[src/rtl/cordic_rotator_iter.sv]
// Iterative rotation-mode CORDIC: one shift/add micro-rotation per clock,
// start/busy/done handshake, saturated 12-bit outputs, unscaled by K.
module cordic_rotator_iter #(
    parameter int unsigned ITER  = 10,
    parameter int unsigned GUARD = 2
) (
    input  logic              clk,
    input  logic              rst,
    input  logic              start,
    input  logic signed [11:0] x_in,
    input  logic signed [11:0] y_in,
    input  logic signed [11:0] theda_in,
    output logic              busy,
    output logic              done,
    output logic signed [11:0] x_out,
    output logic signed [11:0] y_out,
    output logic signed [11:0] theda_out
);

    localparam int unsigned DW = 12;
    localparam int unsigned XW = DW + GUARD;
    localparam int unsigned CW = 4;

    localparam logic [1:0] S_IDLE = 2'd0;
    localparam logic [1:0] S_RUN  = 2'd1;
    localparam logic [1:0] S_DONE = 2'd2;

    localparam logic signed [XW-1:0] SAT_MAX = XW'(2047);
    localparam logic signed [XW-1:0] SAT_MIN = XW'(-2048);

    logic [1:0]           state, state_nxt;
    logic [CW-1:0]        iter_cnt;
    logic signed [XW-1:0] xr, yr;
    logic signed [XW-1:0] x_step, y_step, x_nxt, y_nxt;
    logic signed [DW-1:0] zr, z_nxt;
    logic [DW-1:0]        atan_val;
    logic                 load_c, last_c;

    // round(atan(2^-i) * 1024)
    function automatic logic [DW-1:0] atan_lut(input logic [CW-1:0] idx);
        case (idx)
            4'd0:    return DW'(804);
            4'd1:    return DW'(475);
            4'd2:    return DW'(251);
            4'd3:    return DW'(127);
            4'd4:    return DW'(64);
            4'd5:    return DW'(32);
            4'd6:    return DW'(16);
            4'd7:    return DW'(8);
            4'd8:    return DW'(4);
            4'd9:    return DW'(2);
            4'd10:   return DW'(1);
            default: return DW'(0);
        endcase
    endfunction

    function automatic logic signed [DW-1:0] sat(input logic signed [XW-1:0] v);
        if (v > SAT_MAX) return DW'(SAT_MAX);
        if (v < SAT_MIN) return DW'(SAT_MIN);
        return v[DW-1:0];
    endfunction

    // One micro-rotation; direction follows the sign of the residual angle
    always_comb begin
        atan_val = atan_lut(iter_cnt);
        x_step   = xr >>> iter_cnt;
        y_step   = yr >>> iter_cnt;
        if (!zr[DW-1]) begin
            x_nxt = xr - y_step;
            y_nxt = yr + x_step;
            z_nxt = zr - atan_val;
        end else begin
            x_nxt = xr + y_step;
            y_nxt = yr - x_step;
            z_nxt = zr + atan_val;
        end
    end

    // Next-state logic; DONE may accept a new operation back-to-back
    always_comb begin
        state_nxt = state;
        load_c    = 1'b0;
        last_c    = 1'b0;
        case (state)
            S_IDLE: begin
                if (start) begin
                    load_c    = 1'b1;
                    state_nxt = S_RUN;
                end
            end
            S_RUN: begin
                if (iter_cnt == CW'(ITER - 1)) begin
                    last_c    = 1'b1;
                    state_nxt = S_DONE;
                end
            end
            S_DONE: begin
                if (start) begin
                    load_c    = 1'b1;
                    state_nxt = S_RUN;
                end else begin
                    state_nxt = S_IDLE;
                end
            end
            default: state_nxt = S_IDLE;
        endcase
    end

    always_ff @(posedge clk or posedge rst) begin
        if (rst) begin
            state <= S_IDLE;
            busy  <= 1'b0;
            done  <= 1'b0;
        end else begin
            state <= state_nxt;
            busy  <= (state_nxt == S_RUN);
            done  <= (state_nxt == S_DONE);
        end
    end

    // Working registers and result registers
    always_ff @(posedge clk or posedge rst) begin
        if (rst) begin
            xr        <= '0;
            yr        <= '0;
            zr        <= '0;
            iter_cnt  <= '0;
            x_out     <= '0;
            y_out     <= '0;
            theda_out <= '0;
        end else if (load_c) begin
            xr       <= XW'(x_in);
            yr       <= XW'(y_in);
            zr       <= theda_in;
            iter_cnt <= '0;
        end else if (state == S_RUN) begin
            xr       <= x_nxt;
            yr       <= y_nxt;
            zr       <= z_nxt;
            iter_cnt <= iter_cnt + CW'(1);
            if (last_c) begin
                x_out     <= sat(x_nxt);
                y_out     <= sat(y_nxt);
                theda_out <= z_nxt;
            end
        end
    end

endmodule

[config.mk]
export PLATFORM = sky130hd
export DESIGN_NAME = cordic_rotator_iter
export DESIGN_NICKNAME = d
export VERILOG_FILES = /design/src/rtl/cordic_rotator_iter.sv
export SDC_FILE = /design/constraint.sdc
export NUM_CORES = 1
export LEC_CHECK = 0
export ABC_CLOCK_PERIOD_IN_PS = 6100
export CAP_MARGIN = 20
export CELL_PAD_IN_SITES_DETAIL_PLACEMENT = 0
export CELL_PAD_IN_SITES_GLOBAL_PLACEMENT = 1
export CORE_MARGIN = 3
export CORE_UTILIZATION = 44
export DETAILED_ROUTE_END_ITERATION = 6
export PLACE_DENSITY = 0.91
export SETUP_SLACK_MARGIN = 0.02
export SLEW_MARGIN = 10
export SYNTH_ARGS = -nofsm -noshare
export SYNTH_HDL_FRONTEND = slang
export SYNTH_SLANG_ARGS = --single-unit
[constraint.sdc]
create_clock -name clk -period 6.1 [get_ports clk]
set_input_delay 1.83 -clock clk [delete_from_list [all_inputs] [get_ports clk]]
set_output_delay 1.83 -clock clk [all_outputs]
set_load 0.01 [all_outputs]
==> metrics, run 1 <==
outcome completed; Die Wd between 100 and 150 um; Startpoint Class flop; vias per cell 5.93; fmax 179 MHz; final wirelength 22.1 mm; GRT overflow 0; initial antenna violation count 0; fin util 53.6%; CTS Sinks 84; Slew HR roughly a third; DIE AREA 0.0189 mm2; Cell Rows 47; share of layout cells above drive strength 1 10.3%; Syn Nets 992; Hold Vio Cnt, Final 0; crit-path max FO 16; FILL cells 1587; TritonRoute pass-1 iters 5; Yosys reg bits 84; GPL Wtd Cong 0.914; synth unique cells 75; Initial Util 45.4%; Max Cap Viol 0; Required @ worst endpoint 6.34 ns; average cell area after synthesis 8.43 um2; first-pass GRT wire length 35.5 mm; Crit. End Element flop; final net count around 1100; HP Class flop to flop; Mapped Cells 902; Register Area 0.00211 mm2; fin crit share 91.5%; number of enable flip-flop cells after synthesis 0; largest net degree at the start of global routing 48; endpoints failing setup 0; root buffer cell clkbuf_16; # placed instances 1175; worst slew pin tran 1.01 ns; antenna-violating nets left 0; final setup TNS 0 ns; Synth Cell Area about 0.0076 mm2; non-filler instance count after layout 1192; RSZ-0062 raised after global routing no; min cycle time layout 5.58 ns; reg-to-reg startpoint iter_cnt[1]; Hold Worst Slack 0.483 ns; Syn. warnings 0; Critical Path AT 5.83 ns; io pins 77; DR WL/cell 18.5 um; detailed placer's ending HPWL 16.4 mm; Final Slew Violations 0; Worst Path Class, Setup flop to flop; Remaining DRCs 0; htree depth 3; Total GRT Usage 23.9%; vias in the first global route 6702; CTS Buf Count 9; CTS tree yes; clock latency on the worst-skew pair 0.36 ns; vias about 7100; multi-input logic area 0.00516 mm2; clk slew on worst S/H paths around 0.07 ns; hold wc startpoint theda_out[10]; ys async rst share 100%; Starting DRT DRC Count roughly 580; crit path from iter_cnt[1]; standard cell core area between 0.015 and 0.02 mm2; Clock Path Buffers 2; Seq/Total Area, Yosys about 28%; area grow syn2layout 18.1%; antenna cells 0; Post-synth top flop dfrtp_1; Setup Skew 0.00952 ns; IO buf count 76; Die Height 137 um
kinds of logic after synthesis:
kind of cell,Yosys count,share of synthesized area (%)
mux,53,9.56
flops,84,27.6
compound gates,295,25.4
buf+inv,86,4.80
fa+ha+maj,51,8.68
simple gates,276,17.3
xor+xnor,57,6.56
worst paths after layout:
check	endpoint	slack, ns	cells past startpoint
min in group asynchronous	theda_out[8]	1.93	2
min	theda_out[10]	0.48	2
max reg2reg	x_out[3]	0.52	18
max in group asynchronous	iter_cnt[1]	3.17	3
min reg2reg	theda_out[10]	0.48	2
max	x_out[3]	0.52	18
routing by layer:
metal	track usage [%]	vias to the layer above	routed length, um	part of all wire, %
li1	-	3450	-	-
met1	33.2	3371	10100	46
met2	37.2	210	10300	47
met3	3.94	35	1090	4.9
met4	9.04	0	561	2.5
met5	0	-	0	0
cell usage in the layout, fill, tap and decap left out, types with 20 or more instances in the layout:
cell               n
inv_1             33
nand3_1           20
xnor2_1           32
o21ai_0           65
a21oi_1           77
a22oi_1           31
clkdlybuf4s50_1   76
buf_4             26
dfrtp_1           82
nand2_1          100
ha_1              48
mux2i_1           22
xor2_1            25
nor2_1            73
state kept, by name, indices dropped and copies added, names as in the netlist:
register   flops
xr            14
state          2
busy           1
theda_out     12
y_out         12
yr            14
zr            12
x_out         12
done           1
iter_cnt       4
cells in the mapped netlist (17+ instances only):
master	count	area, um2
nor2_1	74	278
nand2_1	100	375
xor2_1	25	219
nand3_1	20	100
clkbuf_1	30	113
dfrtp_1	84	2100
mux2i_1	22	220
xnor2_1	32	280
a211oi_1	17	128
a21oi_1	77	385
ha_1	48	601
o21ai_0	66	330
a22oi_1	31	233
inv_1	34	128
worst max-delay path, stage by stage (launching register included):
cell	delay, ns
dfrtp_2	0.55
buf_4	0.30
buf_4	0.23
mux4_2	0.37
o211a_1	0.24
a211oi_2	0.22
nor3b_2	0.42
nor2_1	0.10
xor2_1	0.19
ha_1	0.32
o211ai_1	0.11
o211a_1	0.25
o311a_1	0.31
o31a_1	0.38
and3_1	0.21
a311o_1	0.30
nor3_4	0.46
o21ai_2	0.25
o22a_1	0.25
through the flow:
step                      cell area (um2)  worst slack (ns)
after global placement               8650             0.598
after CTS                            8950             0.413
final                                8980             0.518
after floorplan                      7610              1.37
after detailed placement             8650             0.432
after global routing                 8980             0.207
layout make-up:
class	count	share of cell area, %
clock buffers	9	2.51
repair buffers	104	11.2
multi-input cells	732	57.5
well taps	220	3.06
inverters	36	1.52
clock inverters	7	0.822
flip-flops and latches	84	23.5
what timing repair did:
item | in CTS | in global routing
setup endpoints to repair | 0 | 13
resized for setup | 0 | 4
setup buffers | 0 | 0
hold buffers | 0 | 0
Power of run 1 is not shown: default switching activity piles up to over one toggle a cycle in this logic, so the estimate is an artifact.
==> inputs of run 2 (changes only) <==
--- a/config.mk
+++ b/config.mk
@@ -5,6 +5,7 @@
 export SDC_FILE = /design/constraint.sdc
 export NUM_CORES = 1
 export LEC_CHECK = 0
+export ABC_AREA = 0
 export ABC_CLOCK_PERIOD_IN_PS = 6100
 export CAP_MARGIN = 20
 export CELL_PAD_IN_SITES_DETAIL_PLACEMENT = 0
@@ -12,7 +13,7 @@
 export CORE_MARGIN = 3
 export CORE_UTILIZATION = 44
 export DETAILED_ROUTE_END_ITERATION = 6
-export PLACE_DENSITY = 0.91
+export PLACE_DENSITY_LB_ADDON = 0.1
 export SETUP_SLACK_MARGIN = 0.02
 export SLEW_MARGIN = 10
 export SYNTH_ARGS = -nofsm -noshare
==> run 2 against run 1 <==
  * Final cell count shrank 0.76%
  * Critical path depth is 2 lower
  * Setup slack lost 0.077 ns
  * Clock skew is 0.0024 ns higher
  * Critical endpoint unchanged
  * Highest routed layer unchanged
==> metrics, run 2 (synthesis results as in run 1) <==
GPL Wtd Cong 0.986 (was 0.914); Top Layer Used met4 (unchanged); Worst Path Class, Setup flop to flop (unchanged); CTS Buf Count 9 (unchanged); vias in the first global route 6982 (was 6702); Die Wd 137 um (unchanged); Hold Vio Cnt, Final 0 (unchanged); htree depth 3 (unchanged); worst-case reg-to-reg path depth 16 (was 18); Clock Path Buffers 2 (unchanged); Starting DRT DRC Count 487 (was 575); crit-path max FO 25 (was 16); Regs by FF count xr (14), yr (14) (unchanged); GRT overflow 0 (unchanged); commonest cells after routing, fill and taps aside nand2_1, dfrtp_1, a21oi_1, clkdlybuf4s50_1, nor2_1 (unchanged); CTS tree yes (unchanged); Setup Skew 0.0119 ns (was 0.00952 ns); fmax 177 MHz (was 179 MHz); vias 7153 (was 7066); clk slew on worst S/H paths 0.06 ns (was 0.07 ns); Die Height 137 um (unchanged); antenna cells 0 (unchanged); fin crit share 92.8% (was 91.5%); Crit. End Element flop (unchanged); root buffer cell clkbuf_16 (unchanged); Critical Path AT 5.89 ns (was 5.83 ns); Cell Rows 47 (unchanged); outcome completed (unchanged); met2 WL post-DR 10.7 mm (was 10.3 mm); first-pass GRT wire length 36.4 mm (was 35.5 mm); Slew HR 29.5% (was 32.8%); Initial Util 45.4% (unchanged); min cycle time layout 5.66 ns (was 5.58 ns); Startpoint Class flop (unchanged); final wirelength 22.4 mm (was 22.1 mm); standard cell core area 0.0168 mm2 (unchanged); detailed placer's ending HPWL 16.9 mm (was 16.4 mm); share of layout cells above drive strength 1 9.76% (was 10.3%); worst slew pin tran 1.06 ns (was 1.01 ns); DR WL/cell 18.9 um (was 18.5 um); wire length on met3 1.31 mm (was 1.09 mm); antenna-violating nets left 0 (unchanged); Required @ worst endpoint 6.33 ns (was 6.34 ns); final setup TNS 0 ns (unchanged); area grow syn2layout 18.0% (was 18.1%); commonest non-fill, non-tap cell in the layout nand2_1 (unchanged); initial antenna violation count 0 (unchanged); RSZ-0062 raised after global routing no (unchanged); Total GRT Usage 24.5% (was 23.9%); IO buf count 76 (unchanged); HP Class flop to flop (unchanged); Final Slew Violations 0 (unchanged); Post-Route M1 WL 9.97 mm (was 10.1 mm); largest net degree at the start of global routing 47 (was 48); clock latency on the worst-skew pair 0.35 ns (was 0.36 ns); TritonRoute pass-1 iters 5 (unchanged); endpoints failing setup 0 (unchanged); io pins 77 (unchanged); vias per cell 6.05 (was 5.93); CTS Sinks 84 (unchanged); final net count 1049 (was 1057); worst hold path depth 2 (unchanged); Remaining DRCs 0 (unchanged); Max Cap Viol 0 (unchanged); DIE AREA 0.0189 mm2 (unchanged)
[run 2: timing repair]
action | CTS | global route
gates resized for setup | 0 | 8
setup endpoints to repair | 0 | 20
buffers inserted | 0 | 0
hold buffers | 0 | 0
hold endpoints to repair | 0 | 0
[run 2: final cells by class]
type                            instances  area, um2
Clock buffer                            9        225
Clock inverter                          6       90.1
Fill cell                            1569       7780
Inverter                               36        136
Multi-Input combinational cell        732       5190
Sequential cell                        84       2100
Tap cell                              220        275
Timing Repair Buffer                   96        956
[run 2: worst max-delay path: stages, from the launching register on]
cell	delay (ns)
dfrtp_2	0.77
mux4_2	0.65
o211a_1	0.24
a211oi_2	0.23
nor3b_2	0.44
nor2_1	0.09
xor2_1	0.19
ha_1	0.33
o211ai_1	0.11
o211a_1	0.25
o311a_1	0.33
o31a_1	0.37
and3_1	0.22
a311o_1	0.31
nor3_4	0.49
o21ai_2	0.26
o22a_1	0.25
[run 2: worst paths after layout]
path	slack, ns	to	start
setup / recovery	0.44	x_out[3]	iter_cnt[0]
hold / removal	0.48	theda_out[8]	theda_out[8]
max in group asynchronous	3.15	iter_cnt[1]	rst
hold reg to reg	0.48	theda_out[8]	theda_out[8]
setup reg to reg	0.44	x_out[3]	iter_cnt[0]
min in group asynchronous	1.88	theda_out[7]	rst
[run 2: routing by layer]
metal  global-route usage [%]  vias up
met1                     33.3     3461
li1                         -     3418
met5                        0        -
met3                     5.08       43
met4                     7.43        0
met2                     39.2      231
[run 2: per-stage QoR]
| step | utilization [%] | cell area (um2) | hold WS, ns | cells | setup slack [ns] |
|---|---|---|---|---|---|
| 3_3_place_gp | 51.3 | 8600 | 0.464 | 1167 | 0.570 |
| 4_1_cts | 53.2 | 8920 | 0.487 | 1182 | 0.346 |
| 5_1_grt | 53.6 | 8980 | 0.508 | 1183 | 0.0658 |
| 3_5_place_dp | 51.3 | 8600 | 0.467 | 1167 | 0.366 |
| 2_1_floorplan | - | 7610 | 0.453 | 902 | 1.37 |
| 6_report | 53.6 | 8980 | 0.479 | 1183 | 0.441 |
Power of run 2 is left out for the same reason.
